## config.mk

```make
export PLATFORM = sky130hd
export DESIGN_NAME = display_ram_writer
export DESIGN_NICKNAME = d
export VERILOG_FILES = /design/src/rtl/display_pkg.sv /design/src/rtl/sweep_counter.sv /design/src/rtl/display_ram_writer.sv
export SDC_FILE = /design/constraint.sdc
export NUM_CORES = 1
export LEC_CHECK = 0
export CAP_MARGIN = 10
export CORE_UTILIZATION = 44
export DETAILED_ROUTE_END_ITERATION = 8
export PLACE_DENSITY = 0.72
export SLEW_MARGIN = 25
export SYNTH_ARGS = -nofsm -noshare
export SYNTH_HDL_FRONTEND = slang
export SYNTH_SLANG_ARGS = --single-unit
```

## constraint.sdc

```tcl
create_clock -name clk -period 5.3 [get_ports clk]
set_input_delay 0.53 -clock clk [delete_from_list [all_inputs] [get_ports clk]]
set_output_delay 0.53 -clock clk [all_outputs]
set_load 0.005 [all_outputs]
```

## src/rtl/display_pkg.sv

```systemverilog
// Shared types and constants for the display RAM writer and its sweep counter.
package display_pkg;

  typedef enum logic [1:0] {
    OP_WRITE       = 2'd0,
    OP_CLEAR       = 2'd1,
    OP_FILL        = 2'd2,
    OP_SET_DISPLAY = 2'd3
  } disp_op_t;

  typedef enum logic [1:0] {
    ST_IDLE  = 2'd0,
    ST_WRITE = 2'd1,
    ST_SWEEP = 2'd2,
    ST_DONE  = 2'd3
  } disp_state_t;

  localparam int DISP_DEPTH    = 32'd65;
  localparam int DISP_SEL_ADDR = 32'd64;

endpackage

```

## src/rtl/sweep_counter.sv

```systemverilog
// Address counter for CLEAR/FILL sweeps; advances only on granted edges and
// wraps to zero after the last cell.
module sweep_counter #(
  parameter int AW    = 8,
  parameter int DEPTH = 65
) (
  input  logic          clk,
  input  logic          reset,
  input  logic          clear,
  input  logic          en,
  output logic [AW-1:0] count,
  output logic          last
);

  localparam logic [AW-1:0] LP_LAST = AW'(DEPTH - 1);
  localparam logic [AW-1:0] LP_ONE  = AW'(1);

  logic [AW-1:0] r_count;

  assign count = r_count;
  assign last  = (r_count == LP_LAST);

  // Count register: held at zero outside a sweep, wraps after the last cell.
  always_ff @(posedge clk or negedge reset) begin
    if (!reset) begin
      r_count <= {AW{1'b0}};
    end else if (clear) begin
      r_count <= {AW{1'b0}};
    end else if (en) begin
      if (last) begin
        r_count <= {AW{1'b0}};
      end else begin
        r_count <= r_count + LP_ONE;
      end
    end else begin
      r_count <= r_count;
    end
  end

endmodule

```

## src/rtl/display_ram_writer.sv

```systemverilog
// Command-driven second write initiator for the VGA display RAM. All outputs
// are registered; the CPU keeps priority on the RAM port through mem_grant.
module display_ram_writer
  import display_pkg::*;
#(
  parameter int DEPTH        = DISP_DEPTH,
  parameter int AW           = 8,
  parameter int DW           = 8,
  parameter int DISPLAY_ADDR = DISP_SEL_ADDR
) (
  input  logic          clk,
  input  logic          reset,
  input  logic          cmd_valid,
  output logic          cmd_ready,
  input  logic [1:0]    cmd_op,
  input  logic [AW-1:0] cmd_addr,
  input  logic [DW-1:0] cmd_data,
  output logic [AW-1:0] mem_addr,
  output logic [DW-1:0] mem_wdata,
  output logic          mem_we,
  input  logic          mem_grant,
  output logic          busy,
  output logic          done,
  output logic          err
);

  localparam logic [AW-1:0] LP_DEPTH    = AW'(DEPTH);
  localparam logic [AW-1:0] LP_SEL_ADDR = AW'(DISPLAY_ADDR);
  localparam logic [AW-1:0] LP_ONE      = AW'(1);

  disp_state_t   r_state;
  logic          r_cmd_ready;
  logic [AW-1:0] r_mem_addr;
  logic [DW-1:0] r_mem_wdata;
  logic          r_mem_we;
  logic          r_busy;
  logic          r_done;
  logic          r_err;

  disp_op_t      w_op;
  logic [AW-1:0] w_cnt;
  logic          w_last;
  logic          w_cnt_en;
  logic          w_cnt_clear;

  assign w_op        = disp_op_t'(cmd_op);
  assign w_cnt_en    = (r_state == ST_SWEEP) && mem_grant;
  assign w_cnt_clear = (r_state != ST_SWEEP);

  sweep_counter #(
    .AW    (AW),
    .DEPTH (DEPTH)
  ) u_sweep_counter (
    .clk   (clk),
    .reset (reset),
    .clear (w_cnt_clear),
    .en    (w_cnt_en),
    .count (w_cnt),
    .last  (w_last)
  );

  // Command FSM; the address/data output registers double as the command latch.
  always_ff @(posedge clk or negedge reset) begin
    if (!reset) begin
      r_state     <= ST_IDLE;
      r_cmd_ready <= 1'b1;
      r_mem_addr  <= {AW{1'b0}};
      r_mem_wdata <= {DW{1'b0}};
      r_mem_we    <= 1'b0;
      r_busy      <= 1'b0;
      r_done      <= 1'b0;
      r_err       <= 1'b0;
    end else begin
      case (r_state)
        ST_IDLE: begin
          if (cmd_valid && r_cmd_ready) begin
            r_cmd_ready <= 1'b0;
            r_busy      <= 1'b1;
            case (w_op)
              OP_WRITE: begin
                r_state     <= ST_WRITE;
                r_mem_addr  <= cmd_addr;
                r_mem_wdata <= cmd_data;
                // An out-of-range target never raises the write request.
                r_mem_we    <= (cmd_addr < LP_DEPTH);
              end
              OP_SET_DISPLAY: begin
                r_state     <= ST_WRITE;
                r_mem_addr  <= LP_SEL_ADDR;
                r_mem_wdata <= cmd_data;
                r_mem_we    <= 1'b1;
              end
              OP_CLEAR: begin
                r_state     <= ST_SWEEP;
                r_mem_addr  <= {AW{1'b0}};
                r_mem_wdata <= {DW{1'b0}};
                r_mem_we    <= 1'b1;
              end
              OP_FILL: begin
                r_state     <= ST_SWEEP;
                r_mem_addr  <= {AW{1'b0}};
                r_mem_wdata <= cmd_data;
                r_mem_we    <= 1'b1;
              end
              default: begin
                r_state     <= ST_IDLE;
                r_cmd_ready <= 1'b1;
                r_busy      <= 1'b0;
              end
            endcase
          end
        end
        ST_WRITE: begin
          if (!r_mem_we) begin
            r_state <= ST_DONE;
            r_done  <= 1'b1;
            r_err   <= 1'b1;
          end else if (mem_grant) begin
            r_state  <= ST_DONE;
            r_mem_we <= 1'b0;
            r_done   <= 1'b1;
          end
        end
        ST_SWEEP: begin
          if (mem_grant) begin
            if (w_last) begin
              r_state    <= ST_DONE;
              r_mem_we   <= 1'b0;
              r_mem_addr <= {AW{1'b0}};
              r_done     <= 1'b1;
            end else begin
              r_mem_addr <= w_cnt + LP_ONE;
            end
          end
        end
        ST_DONE: begin
          r_state     <= ST_IDLE;
          r_cmd_ready <= 1'b1;
          r_busy      <= 1'b0;
          r_done      <= 1'b0;
          r_err       <= 1'b0;
        end
        default: begin
          r_state     <= ST_IDLE;
          r_cmd_ready <= 1'b1;
          r_mem_we    <= 1'b0;
          r_busy      <= 1'b0;
          r_done      <= 1'b0;
          r_err       <= 1'b0;
        end
      endcase
    end
  end

  assign cmd_ready = r_cmd_ready;
  assign mem_addr  = r_mem_addr;
  assign mem_wdata = r_mem_wdata;
  assign mem_we    = r_mem_we;
  assign busy      = r_busy;
  assign done      = r_done;
  assign err       = r_err;

endmodule

```

==> flow_summary_export.csv, run 1 <==
group,metric,value,unit
layout,stdcell_area,2350,sq um
synthesis,synth_fp_nets,229,
critical_path,start_kind,"register",
synthesis,synth-async-reset-ratio,100,%
synthesis,synth-compound-area-share,21.9,%
place,dp_hpwl,2980,microns
synthesis,synth_fa_ha_area_share,6.90,%
min_path,min_path_cells,2,
floorplan,io_pins,43,
sta,clock.fmax,421,MHz
cts,clock_latency,290,ps
floorplan,dieArea,4380,sq um
place,place_ws,2790,ps
critical_path,worst-setup-path-type,"reg -> reg",
cts,cts_root_buffer,"clkbuf_8",
critical_path,reg2regPathDepth,6,
critical_path,r2r_slack,2920,ps
cts,h-tree-depth,2,
synthesis,synthMuxAreaShare,2.83,%
synthesis,synthTopCellsByCount,"30 x dfrtp_1, 25 x nand2_1, 19 x o21ai_0",
critical_path,crit_family,"simple AND/OR/NAND/NOR gates",
status,status,"finished clean",
route,dr_total_vias,1522,
synthesis,synth.most_common_cell,"dfrtp_1",
layout,area_growth,29.6,%
route,drt_wl_total,4060,microns
power_and_ir_drop,ir_drop,0.148,mV
sta,skew,2.74,ps
critical_path,arrival,2590,ps
floorplan,start_util,47.8,%
global_routing,grt_max_degree,32,
layout,fin_nets,271,
synthesis,yosys_warnings,0,
critical_path,crit_buf_inv,1,
floorplan,core_area,3800,sq um
power_and_ir_drop,p_total,0.471,mW
critical_path,slowest_delay,730,ps
route,drt-initial-drc-count,75,
place,port_buffers,42,
synthesis,synth_edf_count,0,
place,place_inst,280,
min_path,hold_path_end,"mem_wdata[7]",
cts,hold_buffers,0,
sta,finalCritPeriodShare,44.8,%
min_path,hold_start,"mem_wdata[7]",
sta,hold_viol,0,
sta,report.final.slew_viol_count,0,
sta,layout_min_cycle_time,2380,ps
layout,final_cells,287,
sta,rsz0062_at_grt,"false",
critical_path,critPathSlowestCell,"nor3_2",
route,drt.antenna.violating_nets,0,
global_routing,antenna_found_initial,0,
route,drc,0,
floorplan,die_w,66.2,microns
sta,tns,0,ps
cts,cts_setup_buffers,0,
place,gp_congestion,0.853,
place,place_area,2260,sq um
cts,cts_buffer_depth,2,
sta,fin_ws,2920,ps
global_routing,globalRouteOverflowTotal,0,
global_routing,grt_pass1_wl,7060,microns
synthesis,synth_cell_types,42,
synthesis,synthesis.instances,197,
synthesis,synth_area_per_cell,9.21,sq um
min_path,hp-class,"reg -> reg",
layout,multiInputGateArea,942,sq um
job,drv_cap,0,
sta,tightest_slew,851,ps
layout,drive_gt1_share,6.69,%
layout,seq_area,777,sq um
route,wl_per_cell,14.1,microns
power_and_ir_drop,power_leakage,1.01,nW
synthesis,synthFlopType,"dfrtp_1",
cts,clk_pin_slew_worst_paths,60,ps
synthesis,synthXorXnorAreaFrac,1.45,%
synthesis,synth_simple_gate_area_share,18.8,%
critical_path,path_cells,"inv_1 > ha_1 > nor2b_1 > nor3_2 > o21ai_0 > o22ai_1",
sta,slew_headroom,42.9,%
synthesis,ys_seq_area_share,42.8,%
floorplan,die_h,66.2,microns
cts,cts_made_buffers,5,
route,viasPerCell,5.30,
critical_path,reg2reg_from,"r_state[0]",
critical_path,critPathRequiredTime,5510,ps
cts,ctsResizeCount,0,
layout,fill_cells,359,
synthesis,yosysTopAreaCell,"dfrtp_1",
synthesis,synthTopCellsByArea,"dfrtp_1 41%, ha_1 6.9%, o21ai_0 5.2%",
sta,setup_viol,0,
route,drt_pass1_iterations,4,
cts,cts_sinks,31,
critical_path,critPathCaptureType,"register",
layout,n_antenna_cell,0,
synthesis,ys_ff_latch,31,
synthesis,syn-cell-area,1810,sq um
global_routing,groute.usage.overall,21.9,%
synthesis,synth_top_family_by_area,"compound AO/OA/AOI/OAI gates",
critical_path,r2r-end,"mem_addr[6]",
floorplan,rows,22,
cts,cts_tree,"yes",
power_and_ir_drop,power.density,200,nW/um^2
global_routing,first_global_vias,1505,
synthesis,yosys.area.top_type_share,41.4,%
critical_path,critPathMaxFanout,16,
-- worst max path at each step --
| stage | from | end | slack [ps] | cells after the start |
|---|---|---|---|---|
| global route | r_state[0] | mem_addr[6] | 2690 | 6 |
| global placement | mem_grant | mem_addr[6] | 2860 | 5 |
| detailed placement | mem_grant | mem_addr[6] | 2790 | 5 |
| finish | r_state[0] | mem_addr[6] | 2920 | 6 |
| CTS | r_state[0] | mem_addr[6] | 2940 | 6 |
| floorplan | u_sweep_counter.count[0] | mem_we | 3420 | 6 |
-- final cells by class --
type / count / area share (%)
clock buffers: 6 / 3.51
inverters: 15 / 2.39
clock inverters: 1 / 0.213
repair buffers: 43 / 18.2
well taps: 48 / 2.55
multi-input cells: 143 / 40.1
flip-flops and latches: 31 / 33.0
-- registers in the layout, indices dropped and copies added, names as in the netlist --
register,count
mem_wdata,8
mem_we,1
busy,1
u_sweep_counter.count,8
r_state,2
err,1
cmd_ready,1
done,1
mem_addr,8
-- where the power goes --
part	switching [mW]	internal, mW
sequential	0.00130	0.239
combinational	0.0173	0.0250
clock	0.0864	0.102
total	0.105	0.366
-- worst reg2reg max path, cell delays in order (launching register included) --
cell and delay, ps:
dfrtp_1 370, inv_1 100, ha_1 410, nor2b_1 330, nor3_2 730, o21ai_0 220, o22ai_1 150
-- metrics by stage --
| stage | utilization, % | hold slack (ps) |
|---|---|---|
| detailed placement | 59.6 | 472 |
| floorplan | - | 234 |
| finish | 61.9 | 477 |
| global route | 61.9 | 528 |
| global placement | 59.6 | 462 |
| CTS | 61.9 | 486 |
-- per-layer routing --
metal  GRT usage, %  routed length, microns  part of all wire (%)
met1           29.2                    1990                    49
met2           33.3                    1780                    44
met3           4.14                     198                   4.9
met4           12.0                      85                   2.1
met5              0                       0                     0
-- cell families (layout without fill, tap and decap cells) --
group,after synthesis,in the layout
AND/OR/NAND/NOR,67,67
AO/OA/AOI/OAI,58,58
flip-flops,31,31
buffers and inverters,23,65
adder cells (fa/ha/maj),10,10
multiplexers,5,5
XOR/XNOR,3,3
-- placed cells by master, fill, tap and decap left out, types with 2 or more instances in the layout --
| master | n |
|---|---|
| ha_1 | 10 |
| nor4_1 | 4 |
| nand2_1 | 25 |
| a31oi_1 | 6 |
| a21oi_1 | 11 |
| inv_1 | 15 |
| nor2b_1 | 3 |
| o21ai_0 | 19 |
| o22ai_1 | 3 |
| dfrtp_1 | 30 |
| clkdlybuf4s50_1 | 42 |
| clkbuf_8 | 6 |
| nor3_1 | 3 |
| nand2b_1 | 9 |
| xnor2_1 | 2 |
| mux2i_1 | 4 |
| o31ai_1 | 2 |
| o22a_1 | 2 |
| a22oi_1 | 4 |
| nand3_1 | 5 |
| o21bai_1 | 2 |
| nor2_1 | 10 |
| nor4b_1 | 2 |
Power figures use the tool's default switching activity.
==> run 2: changes to the inputs <==
- clock period: 5.3 -> 2.5 ns (I/O delays scaled with it)
==> run 2 against run 1 <==
Clock power grew 99%. Non-clock buffer count rose by 4. Sequential power grew 110%. Maximum frequency rose by 16%. Clock skew up 2.4 ps. Routed wire length is 3.2% higher. Worst setup slack worse by 2500 ps. Register-to-register slack worse by 2500 ps. Sequential share of layout area down 0.31 points. Cell count up 1.7%. Core utilization up 0.59 points. Via count rose by 3.6%. Critical path type unchanged. Critical endpoint is now mem_addr[0]. Largest power group unchanged. Highest routed layer unchanged.
==> flow_summary_export.csv, run 2 (synthesis gave the netlist of run 1 again) <==
group,metric,value,unit
cts,clk_pin_slew_worst_paths,60,ps
cts,cts_tree,"yes",
place,place_ws,381,ps
sta,slew_headroom,51.0,%
layout,fin_nets,275,
route,wl_per_cell,14.3,microns
floorplan,dieArea,4380,sq um
global_routing,antenna_found_initial,0,
critical_path,start_kind,"register",
min_path,hp-class,"in -> async",
cts,h-tree-depth,2,
sta,layout_min_cycle_time,2050,ps
sta,finalCritPeriodShare,81.8,%
place,place_area,2290,sq um
sta,setup_viol,0,
layout,area_growth,30.8,%
global_routing,grt_pass1_wl,6910,microns
layout,n_antenna_cell,0,
route,drt.antenna.violating_nets,0,
critical_path,critPathCaptureType,"register",
global_routing,groute.usage.overall,21.5,%
sta,tightest_slew,733,ps
cts,cts_setup_buffers,0,
global_routing,globalRouteOverflowTotal,0,
layout,layout_commonest_cell,"clkdlybuf4s50_1",
power_and_ir_drop,power_leakage,1.02,nW
global_routing,grt_max_degree,32,
floorplan,io_pins,43,
cts,ctsResizeCount,0,
route,viasPerCell,5.40,
sta,whs,364,ps
sta,rsz0062_at_grt,"false",
power_and_ir_drop,ir_drop,0.218,mV
critical_path,critPathRequiredTime,2660,ps
layout,utilization,62.5,%
cts,cts_sinks,31,
cts,hold_buffers,0,
sta,clock.fmax,489,MHz
status,status,"finished clean",
layout,final_cells,292,
global_routing,first_global_vias,1433,
job,drv_cap,0,
floorplan,start_util,47.8,%
critical_path,critPathMaxFanout,7,
route,dr_total_vias,1577,
floorplan,core_area,3800,sq um
route,drt_wl_total,4190,microns
sta,hold_viol,0,
route,drt-initial-drc-count,81,
floorplan,die_w,66.2,microns
cts,cts_buffer_depth,2,
layout,fill_cells,349,
sta,fin_ws,454,ps
cts,cts_made_buffers,5,
place,dp_hpwl,3090,microns
critical_path,arrival,2210,ps
route,drc,0,
cts,clock_latency,280,ps
sta,report.final.slew_viol_count,0,
layout,stdcell_area,2370,sq um
place,place_inst,284,
floorplan,die_h,66.2,microns
cts,cts_root_buffer,"clkbuf_8",
sta,skew,5.13,ps
layout,layout_common_cells,"42 x clkdlybuf4s50_1, 30 x dfrtp_1, 25 x nand2_1, 19 x o21ai_0, 15 x inv_1",
layout,drive_gt1_share,7.38,%
power_and_ir_drop,power.density,410,nW/um^2
place,port_buffers,42,
route,drt_pass1_iterations,4,
floorplan,rows,22,
sta,tns,0,ps
power_and_ir_drop,p_total,0.974,mW
critical_path,worst-setup-path-type,"reg -> reg",
place,gp_congestion,0.859,
==> run 2: report_power, final <==
| group | internal (mW) | switching, mW |
|---|---|---|
| Sequential | 0.507 | 0.00264 |
| Clock | 0.197 | 0.177 |
| Combinational | 0.0530 | 0.0366 |
==> run 2: layout make-up <==
class | count | area, sq um | area share [%]
Inverter | 15 | 56.3 | 2.37
Clock buffer | 8 | 80.1 | 3.37
Timing Repair Buffer | 47 | 458 | 19.3
Multi-Input combinational cell | 143 | 942 | 39.7
Sequential cell | 31 | 777 | 32.7
Tap cell | 48 | 60.1 | 2.53
==> run 2: path summary, 6_finish.rpt <==
kind	startpoint	end	slack, ps	cells past startpoint
worst max-delay path	u_sweep_counter.count[0]	mem_addr[0]	450	6
worst min-delay path	reset	u_sweep_counter.count[5]	360	2
worst max register to register	u_sweep_counter.count[0]	mem_addr[0]	450	6
worst min register to register	mem_wdata[7]	mem_wdata[7]	480	2
max in group asynchronous	reset	cmd_ready	1820	2
min in group clk	mem_wdata[7]	mem_wdata[7]	480	2
==> run 2: worst max-delay path: stages, from the launching register on <==
cell	delay, ps
dfrtp_1	440
inv_1	90
ha_1	130
or4b_4	500
o41ai_2	430
nor2_1	140
o22a_1	200
==> run 2: layer usage <==
layer / share of wire (%) / vias to the layer above / global-route usage (%) / routed length (microns)
met5: 0 / - / 0 / 0
met4: 2.0 / 0 / 10.4 / 84
met3: 7.2 / 13 / 5.34 / 301
met2: 43 / 56 / 31.6 / 1820
met1: 47 / 722 / 29.3 / 1980
li1: - / 786 / - / -
